File: config.mk
export PLATFORM = sky130hd
export DESIGN_NAME = bcd_timer4
export DESIGN_NICKNAME = d
export VERILOG_FILES = /design/src/rtl/bcd_timer4.sv
export SDC_FILE = /design/constraint.sdc
export NUM_CORES = 1
export LEC_CHECK = 0
export BUFFER_PORTS_ARGS = -buffer_cell sky130_fd_sc_hd__buf_2
export CORE_AREA = 2 2 123 125
export CTS_CLUSTER_DIAMETER = 200
export DETAILED_ROUTE_END_ITERATION = 10
export DIE_AREA = 0 0 125 127
export PLACE_DENSITY = 0.36
export SYNTH_ARGS = -nofsm -noshare
export SYNTH_HDL_FRONTEND = slang
export SYNTH_SLANG_ARGS = --single-unit
File: constraint.sdc
create_clock -name clk_i -period 4 [get_ports clk_i]
set_clock_uncertainty 0.1 [all_clocks]
set_input_delay 0.2 -clock clk_i [delete_from_list [all_inputs] [get_ports clk_i]]
set_output_delay 0.2 -clock clk_i [all_outputs]
set_load 0.005 [all_outputs]
File: src/rtl/bcd_timer4.sv
// Four-digit BCD up/down timer feeding the seven-segment decoders.
// Keys and switches give start/stop/clear/load; an internal prescaler paces the steps.
module bcd_timer4 #(
    parameter int TICK_DIV = 50000000
) (
    input  logic        clk_i,
    input  logic        rst_i,
    input  logic        start_i,
    input  logic        stop_i,
    input  logic        clear_i,
    input  logic        load_i,
    input  logic [15:0] load_value_i,
    input  logic        up_down_i,
    output logic [3:0]  digit3_o,
    output logic [3:0]  digit2_o,
    output logic [3:0]  digit1_o,
    output logic [3:0]  digit0_o,
    output logic        running_o,
    output logic        done_o
);

    localparam int PW = (TICK_DIV > 2) ? $clog2(TICK_DIV) : 1;
    localparam logic [PW-1:0] PRESC_LAST = PW'(TICK_DIV - 1);

    typedef enum logic [1:0] {
        ST_IDLE,
        ST_RUN,
        ST_PAUSE,
        ST_DONE
    } state_t;

    state_t        state_q;
    logic [15:0]   digits_q;
    logic [PW-1:0] presc_q;
    logic          running_q;
    logic          done_q;

    logic [4:0]    carry;
    logic [4:0]    borrow;
    logic [15:0]   inc_val;
    logic [15:0]   dec_val;
    logic [15:0]   load_clamped;
    logic [15:0]   step_d;
    logic          at_term;
    logic          step_term;

    assign carry[0]  = 1'b1;
    assign borrow[0] = 1'b1;

    // Ripple increment/decrement per digit; carry[4] means all nines, borrow[4] all zeros.
    for (genvar gi = 0; gi < 4; gi++) begin : g_digit
        logic [3:0] dig;
        logic [3:0] lv;
        assign dig = digits_q[gi*4 +: 4];
        assign lv  = load_value_i[gi*4 +: 4];

        assign inc_val[gi*4 +: 4] = !carry[gi]     ? dig :
                                    (dig >= 4'd9)  ? 4'd0 : dig + 4'd1;
        assign dec_val[gi*4 +: 4] = !borrow[gi]    ? dig :
                                    (dig == 4'd0)  ? 4'd9 : dig - 4'd1;
        assign carry[gi+1]  = carry[gi]  & (dig == 4'd9);
        assign borrow[gi+1] = borrow[gi] & (dig == 4'd0);

        assign load_clamped[gi*4 +: 4] = (lv > 4'd9) ? 4'd9 : lv;
    end

    assign step_d    = up_down_i ? inc_val : dec_val;
    assign at_term   = up_down_i ? carry[4] : borrow[4];
    assign step_term = up_down_i ? (inc_val == 16'h9999) : (dec_val == 16'h0000);

    always_ff @(posedge clk_i) begin
        if (rst_i) begin
            state_q   <= ST_IDLE;
            digits_q  <= '0;
            presc_q   <= '0;
            running_q <= 1'b0;
            done_q    <= 1'b0;
        end else begin
            done_q <= 1'b0;
            if (clear_i) begin
                state_q   <= ST_IDLE;
                digits_q  <= '0;
                presc_q   <= '0;
                running_q <= 1'b0;
            end else begin
                case (state_q)
                    ST_RUN: begin
                        if (stop_i) begin
                            state_q   <= ST_PAUSE;
                            running_q <= 1'b0;
                        end else if (presc_q == PRESC_LAST) begin
                            presc_q <= '0;
                            // A direction flip can leave us already at the new terminal: stop, never wrap.
                            if (at_term) begin
                                state_q   <= ST_DONE;
                                running_q <= 1'b0;
                                done_q    <= 1'b1;
                            end else begin
                                digits_q <= step_d;
                                if (step_term) begin
                                    state_q   <= ST_DONE;
                                    running_q <= 1'b0;
                                    done_q    <= 1'b1;
                                end
                            end
                        end else begin
                            presc_q <= presc_q + 1'b1;
                        end
                    end
                    default: begin
                        if (load_i) begin
                            state_q  <= ST_IDLE;
                            digits_q <= load_clamped;
                            presc_q  <= '0;
                        end else if (start_i && state_q != ST_DONE) begin
                            if (at_term) begin
                                state_q <= ST_DONE;
                                done_q  <= 1'b1;
                            end else begin
                                state_q   <= ST_RUN;
                                running_q <= 1'b1;
                                if (state_q == ST_IDLE) begin
                                    presc_q <= '0;
                                end
                            end
                        end
                    end
                endcase
            end
        end
    end

    assign digit3_o  = digits_q[15:12];
    assign digit2_o  = digits_q[11:8];
    assign digit1_o  = digits_q[7:4];
    assign digit0_o  = digits_q[3:0];
    assign running_o = running_q;
    assign done_o    = done_q;

endmodule

* Word-level counts from Yosys, hierarchy flattened
Index checks and enable logic that the tools add are counted.
** Operators by class
- $add $sub $neg :: 9
- $mul :: 0
- Divide/modulo/power cells :: 0
- Magnitude comparators :: 8
- Equality and inequality tests :: 16
- Shift operators :: 0
- Muxes and demuxes :: 57
- Bitwise gates (word level) :: 6
- Reduce and logical (&&, ||, !) cells :: 16
** Operators with widths (number)
- $mux W26 :: 7
- $mux W16 :: 6
- $mux W4 :: 18
- $add A26 B1 Y26 const B :: 1
- $eq A26 B26 Y1 const B :: 1
- $mux W1 :: 18
- $add A4 B1 Y4 const B :: 4
- $eq A16 B16 Y1 const B :: 1
- $eq A4 B4 Y1 const B :: 4
- $ge A4 B4 Y1 const B :: 4
- $gt A4 B4 Y1 const B :: 4
- $logic_not A16 Y1 :: 1
- $logic_not A4 Y1 :: 4
- $mux W2 :: 8
- $sub A4 B1 Y4 const B :: 4
- $ne A2 B2 Y1 const B :: 4
- $reduce_and A4 Y1 :: 2
- $and A1 B1 Y1 :: 6
- $reduce_bool A3 Y1 :: 2
- $reduce_and A5 Y1 :: 1
- $ne A2 B1 Y1 const B :: 2
- $ne A4 B4 Y1 const B :: 1
- $reduce_bool A2 Y1 :: 2
- $ne A3 B2 Y1 const B :: 1
- 6 further kinds :: 6
** Storage, ports and cells
- Flip-flop bits (word level) :: 46
- Bits in latches :: 0
- Bits in writable memories :: 0
- ROM bits :: 0
- Input port bits :: 23
- Output and inout port bits :: 18
- Memories :: 0

* Longest topological paths before layout
- Depth in word-level cells :: 11
- Mapped depth :: 11

* Least setup slack after synthesis
Ideal clock, no wire load.
- Path type :: register -> register
- Start :: register digits_q[4]
- End :: register running_q (netlist: running_o)
- Library setup time :: 0.120 ns
- Arrival time :: 2.726 ns
- Data required time :: 3.780 ns
- Slack :: 1.054 ns
- Stages on the path, launching flop included :: 11
- Buffers on the path :: 1
- Cell sequence :: dfxtp_1 clkbuf_1 inv_1 ha_1 nor3b_4 and2_2 a221o_1 or4b_1 o32ai_2 nor2_2 o31a_1
** Between the ends
- Cells in the longest elaborated chain, start to end :: 9
** RTL lines
- start: declaration :: RTL line 33 : logic [15:0] digits_q;
- start signal: assignment :: RTL line 99 : digits_q <= step_d;
- start signal: assignment :: RTL line 113 : digits_q <= load_clamped;
- branches (longest 9 deep; another with $add A4 B1 Y4)
- end signal: assignment :: RTL line 84 : running_q <= 1'b0;
- end signal: assignment :: RTL line 90 : running_q <= 1'b0;
- end signal: assignment :: RTL line 96 : running_q <= 1'b0;
- end: declaration :: RTL line 35 : logic running_q;
Parallel ways; which one is timed is not known. The select of a mux whose other input is x is not followed.
A chain may end at the register's enable or synchronous reset.

* Worst setup path after layout
- Start :: register digits_q[0]
- End :: register running_q (netlist: running_o)
** Between the ends
- Cells in the longest elaborated chain, start to end :: 9
** RTL lines
- branches (longest 9 deep; another with $add A4 B1 Y4)
Parallel ways; which one is timed is not known. The select of a mux whose other input is x is not followed.

==> impl_metrics.env <==
export IMPL_status="completed"
export IMPL_clock_path_buffers=2
export IMPL_pin_count=41
export IMPL_cts_repair_resized=0
export IMPL_synth_edf_count=0
export IMPL_postRouteAntennaNets=0
export IMPL_start_kind="flop"
export IMPL_die_area_um2=15900
export IMPL_fmax_mhz=320
export IMPL_finalNetCount=558
export IMPL_required_ns=4.10
export IMPL_crit_chain="inv_1 -> ha_1 -> nor3b_4 -> nand3_2 -> o32a_1 -> or4b_1 -> o32ai_2 -> nor2_2 -> o31a_1"
export IMPL_die_y_um=127
export IMPL_seq_area_um2=921
export IMPL_synth_seq_cells=46
export IMPL_grt_pass1_wl_um=20100
export IMPL_start_util=0.247
export IMPL_multiInputGateArea_um2=2450
export IMPL_nFillCells=1618
export IMPL_gp_congestion=0.837
export IMPL_setup_violations=0
export IMPL_avgRoutedWirePerCell_um=17.6
export IMPL_slowest_delay_ns=0.48
export IMPL_rrSetupSlack_ns=0.88
export IMPL_diodes=0
export IMPL_cpMaxStageDelayCell="or4b_1"
export IMPL_synth_cells=496
export IMPL_grt_pass1_vias=3671
export IMPL_yosys_warnings=0
export IMPL_first_iter_violations=232
export IMPL_worst_slack_ns=0.878
export IMPL_syn_area_um2=3560
export IMPL_rows=44
export IMPL_power_leakage_uw=0.00150
export IMPL_vias_per_cell=5.41
export IMPL_syn_num_nets=533
export IMPL_critPathMaxFanout=11
export IMPL_relSlewSlack=0.507
export IMPL_drc=0
export IMPL_synth_seq_area_share=0.258
export IMPL_synth_top_area_share=0.258
export IMPL_worst_pin_slew_ns=0.740
export IMPL_cp_end_kind="flop"
export IMPL_finalHoldViolCount=0
export IMPL_grtUsageTotal=0.157
export IMPL_cts_buffers=5
export IMPL_hold_path_class="input pin to flop"
export IMPL_finalCriticalPeriod_ns=3.12
export IMPL_period_share=0.781
export IMPL_ir_drop_uv=211
export IMPL_port_buffers=40
export IMPL_yosysUniqueCellTypes=73
export IMPL_ctsHtreeMaxLevel=2
export IMPL_async_reset_ff_frac=0
export IMPL_slew_viol_final=0
export IMPL_synth_compound_area_share=0.264
export IMPL_finalPower_uw=1300
export IMPL_die_width_um=125
export IMPL_post_cts_setup_buffers=0
export IMPL_grt_overflow_total=0
export IMPL_yosysMostFrequentCell="nor2_1"
export IMPL_critPathKind="flop to flop"
export IMPL_drive_above_1_share=0.142
export IMPL_area_growth_pct=16.1
export IMPL_synthFlopType="dfxtp_1"
export IMPL_cp_top_family="simple AND/OR/NAND/NOR gates"
export IMPL_clk_pin_slew_worst_paths_ns=0.07
export IMPL_syn_avg_cell_area_um2=7.19
export IMPL_clk_latency_ns=0.30
export IMPL_dp_slack_ns=0.864
export IMPL_power_density_nw_per_um2=314
export IMPL_dp_hpwl_um=8780
export IMPL_cts_root_buf="clkbuf_16"
export IMPL_max_cap_violations=0
export IMPL_firstDrtPassIters=5
export IMPL_synthMuxAreaShare=0.0116
export IMPL_yosys_top_cells_count="nor2_1 (68), dfxtp_1 (46), nand2_1 (46)"
export IMPL_vias=3820
export IMPL_synth_top_area_cell="dfxtp_1"
export IMPL_cp_arrival_ns=3.22
export IMPL_synth_xor_area_frac=0.0221
export IMPL_crit_buf_inv=1
export IMPL_timing_setup_tns_ns=0
export IMPL_synth_adder_area_share=0.0491
export IMPL_postCtsHoldBufs=0
export IMPL_wirelength_um=12400
export IMPL_cts_tree="built"
export IMPL_synth_top_family_by_area="simple AND/OR/NAND/NOR gates"
export IMPL_cts_sinks=46
export IMPL_rsz0062_at_grt="no"
export IMPL_yosys_area_share_simple=0.341
export IMPL_antenna_found_initial=0
export IMPL_core_um2=14400
export IMPL_synth_area_top_cells="dfxtp_1 (26%), nor2_1 (7.2%), ha_1 (4.9%)"
export IMPL_grt_max_degree=32
kinds of logic after synthesis:
| group | count (synthesis) |
|---|---|
| buf+inv | 50 |
| simple gates | 231 |
| mux | 4 |
| xor+xnor | 9 |
| fa+ha+maj | 14 |
| flops | 46 |
| compound gates | 142 |
flip-flops by register name, summed over array words and instances (netlist names):
register / flops
digits_q: 16
presc_q: 26
running_o: 1
state_q: 2
done_o: 1
layout by cell type, fill, tap and decap left out, types with 11 or more instances in the layout:
master and count:
a211oi_1 11, a21oi_1 34, a31oi_1 12, buf_2 40
dfxtp_1 46, ha_1 14, inv_1 19, nand2_1 46
nand3_1 26, nor2_1 68, nor3_1 13, o21ai_0 34
final cells by class:
| class | instances | area share |
|---|---|---|
| Clock buffer | 6 | 0.0336 |
| Inverter | 20 | 0.0181 |
| Clock inverter | 2 | 0.0145 |
| Timing Repair Buffer | 48 | 0.0629 |
| Sequential cell | 46 | 0.222 |
| Tap cell | 184 | 0.0556 |
| Multi-Input combinational cell | 400 | 0.593 |
layer usage:
metal / up-vias / wire (µm) / track usage / part of all wire
li1: 1884 / - / - / -
met1: 1827 / 5690 / 0.198 / 0.46
met2: 91 / 6000 / 0.268 / 0.48
met3: 18 / 435 / 0.0310 / 0.035
met4: 0 / 286 / 0.0542 / 0.023
met5: - / 0 / 0 / 0
power breakdown:
group / switching, µW / internal [µW] / total, µW / leakage [µW]
clock: 200 / 376 / 576 / 0.0000971
sequential: 23.7 / 466 / 490 / 0.000372
combinational: 141 / 91.2 / 232 / 0.00103
worst paths after layout:
| path | from | endpoint | cells after the start |
|---|---|---|---|
| worst max-delay path | digits_q[0] | running_o | 9 |
| worst min-delay path | load_value_i[7] | digits_q[7] | 3 |
| worst max register to register | digits_q[0] | running_o | 9 |
| worst min register to register | presc_q[3] | presc_q[3] | 1 |
metrics by stage:
stage          instances  hold slack (ns)   util  instance area (µm²)
2_1_floorplan        496            0.263      -                 3560
3_3_place_gp         698            0.376  0.273                 3940
3_5_place_dp         698            0.383  0.273                 3940
4_1_cts              706           0.0906  0.287                 4140
5_1_grt              706            0.113  0.287                 4140
6_report             706            0.102  0.287                 4140
worst reg2reg max path, cell delays in order, from the launching register on:
cell	delay, ns
dfxtp_1	0.42
inv_1	0.13
ha_1	0.31
nor3b_4	0.40
nand3_2	0.19
o32a_1	0.39
or4b_1	0.48
o32ai_2	0.28
nor2_2	0.08
o31a_1	0.23
(Power assumes the default switching activity.)
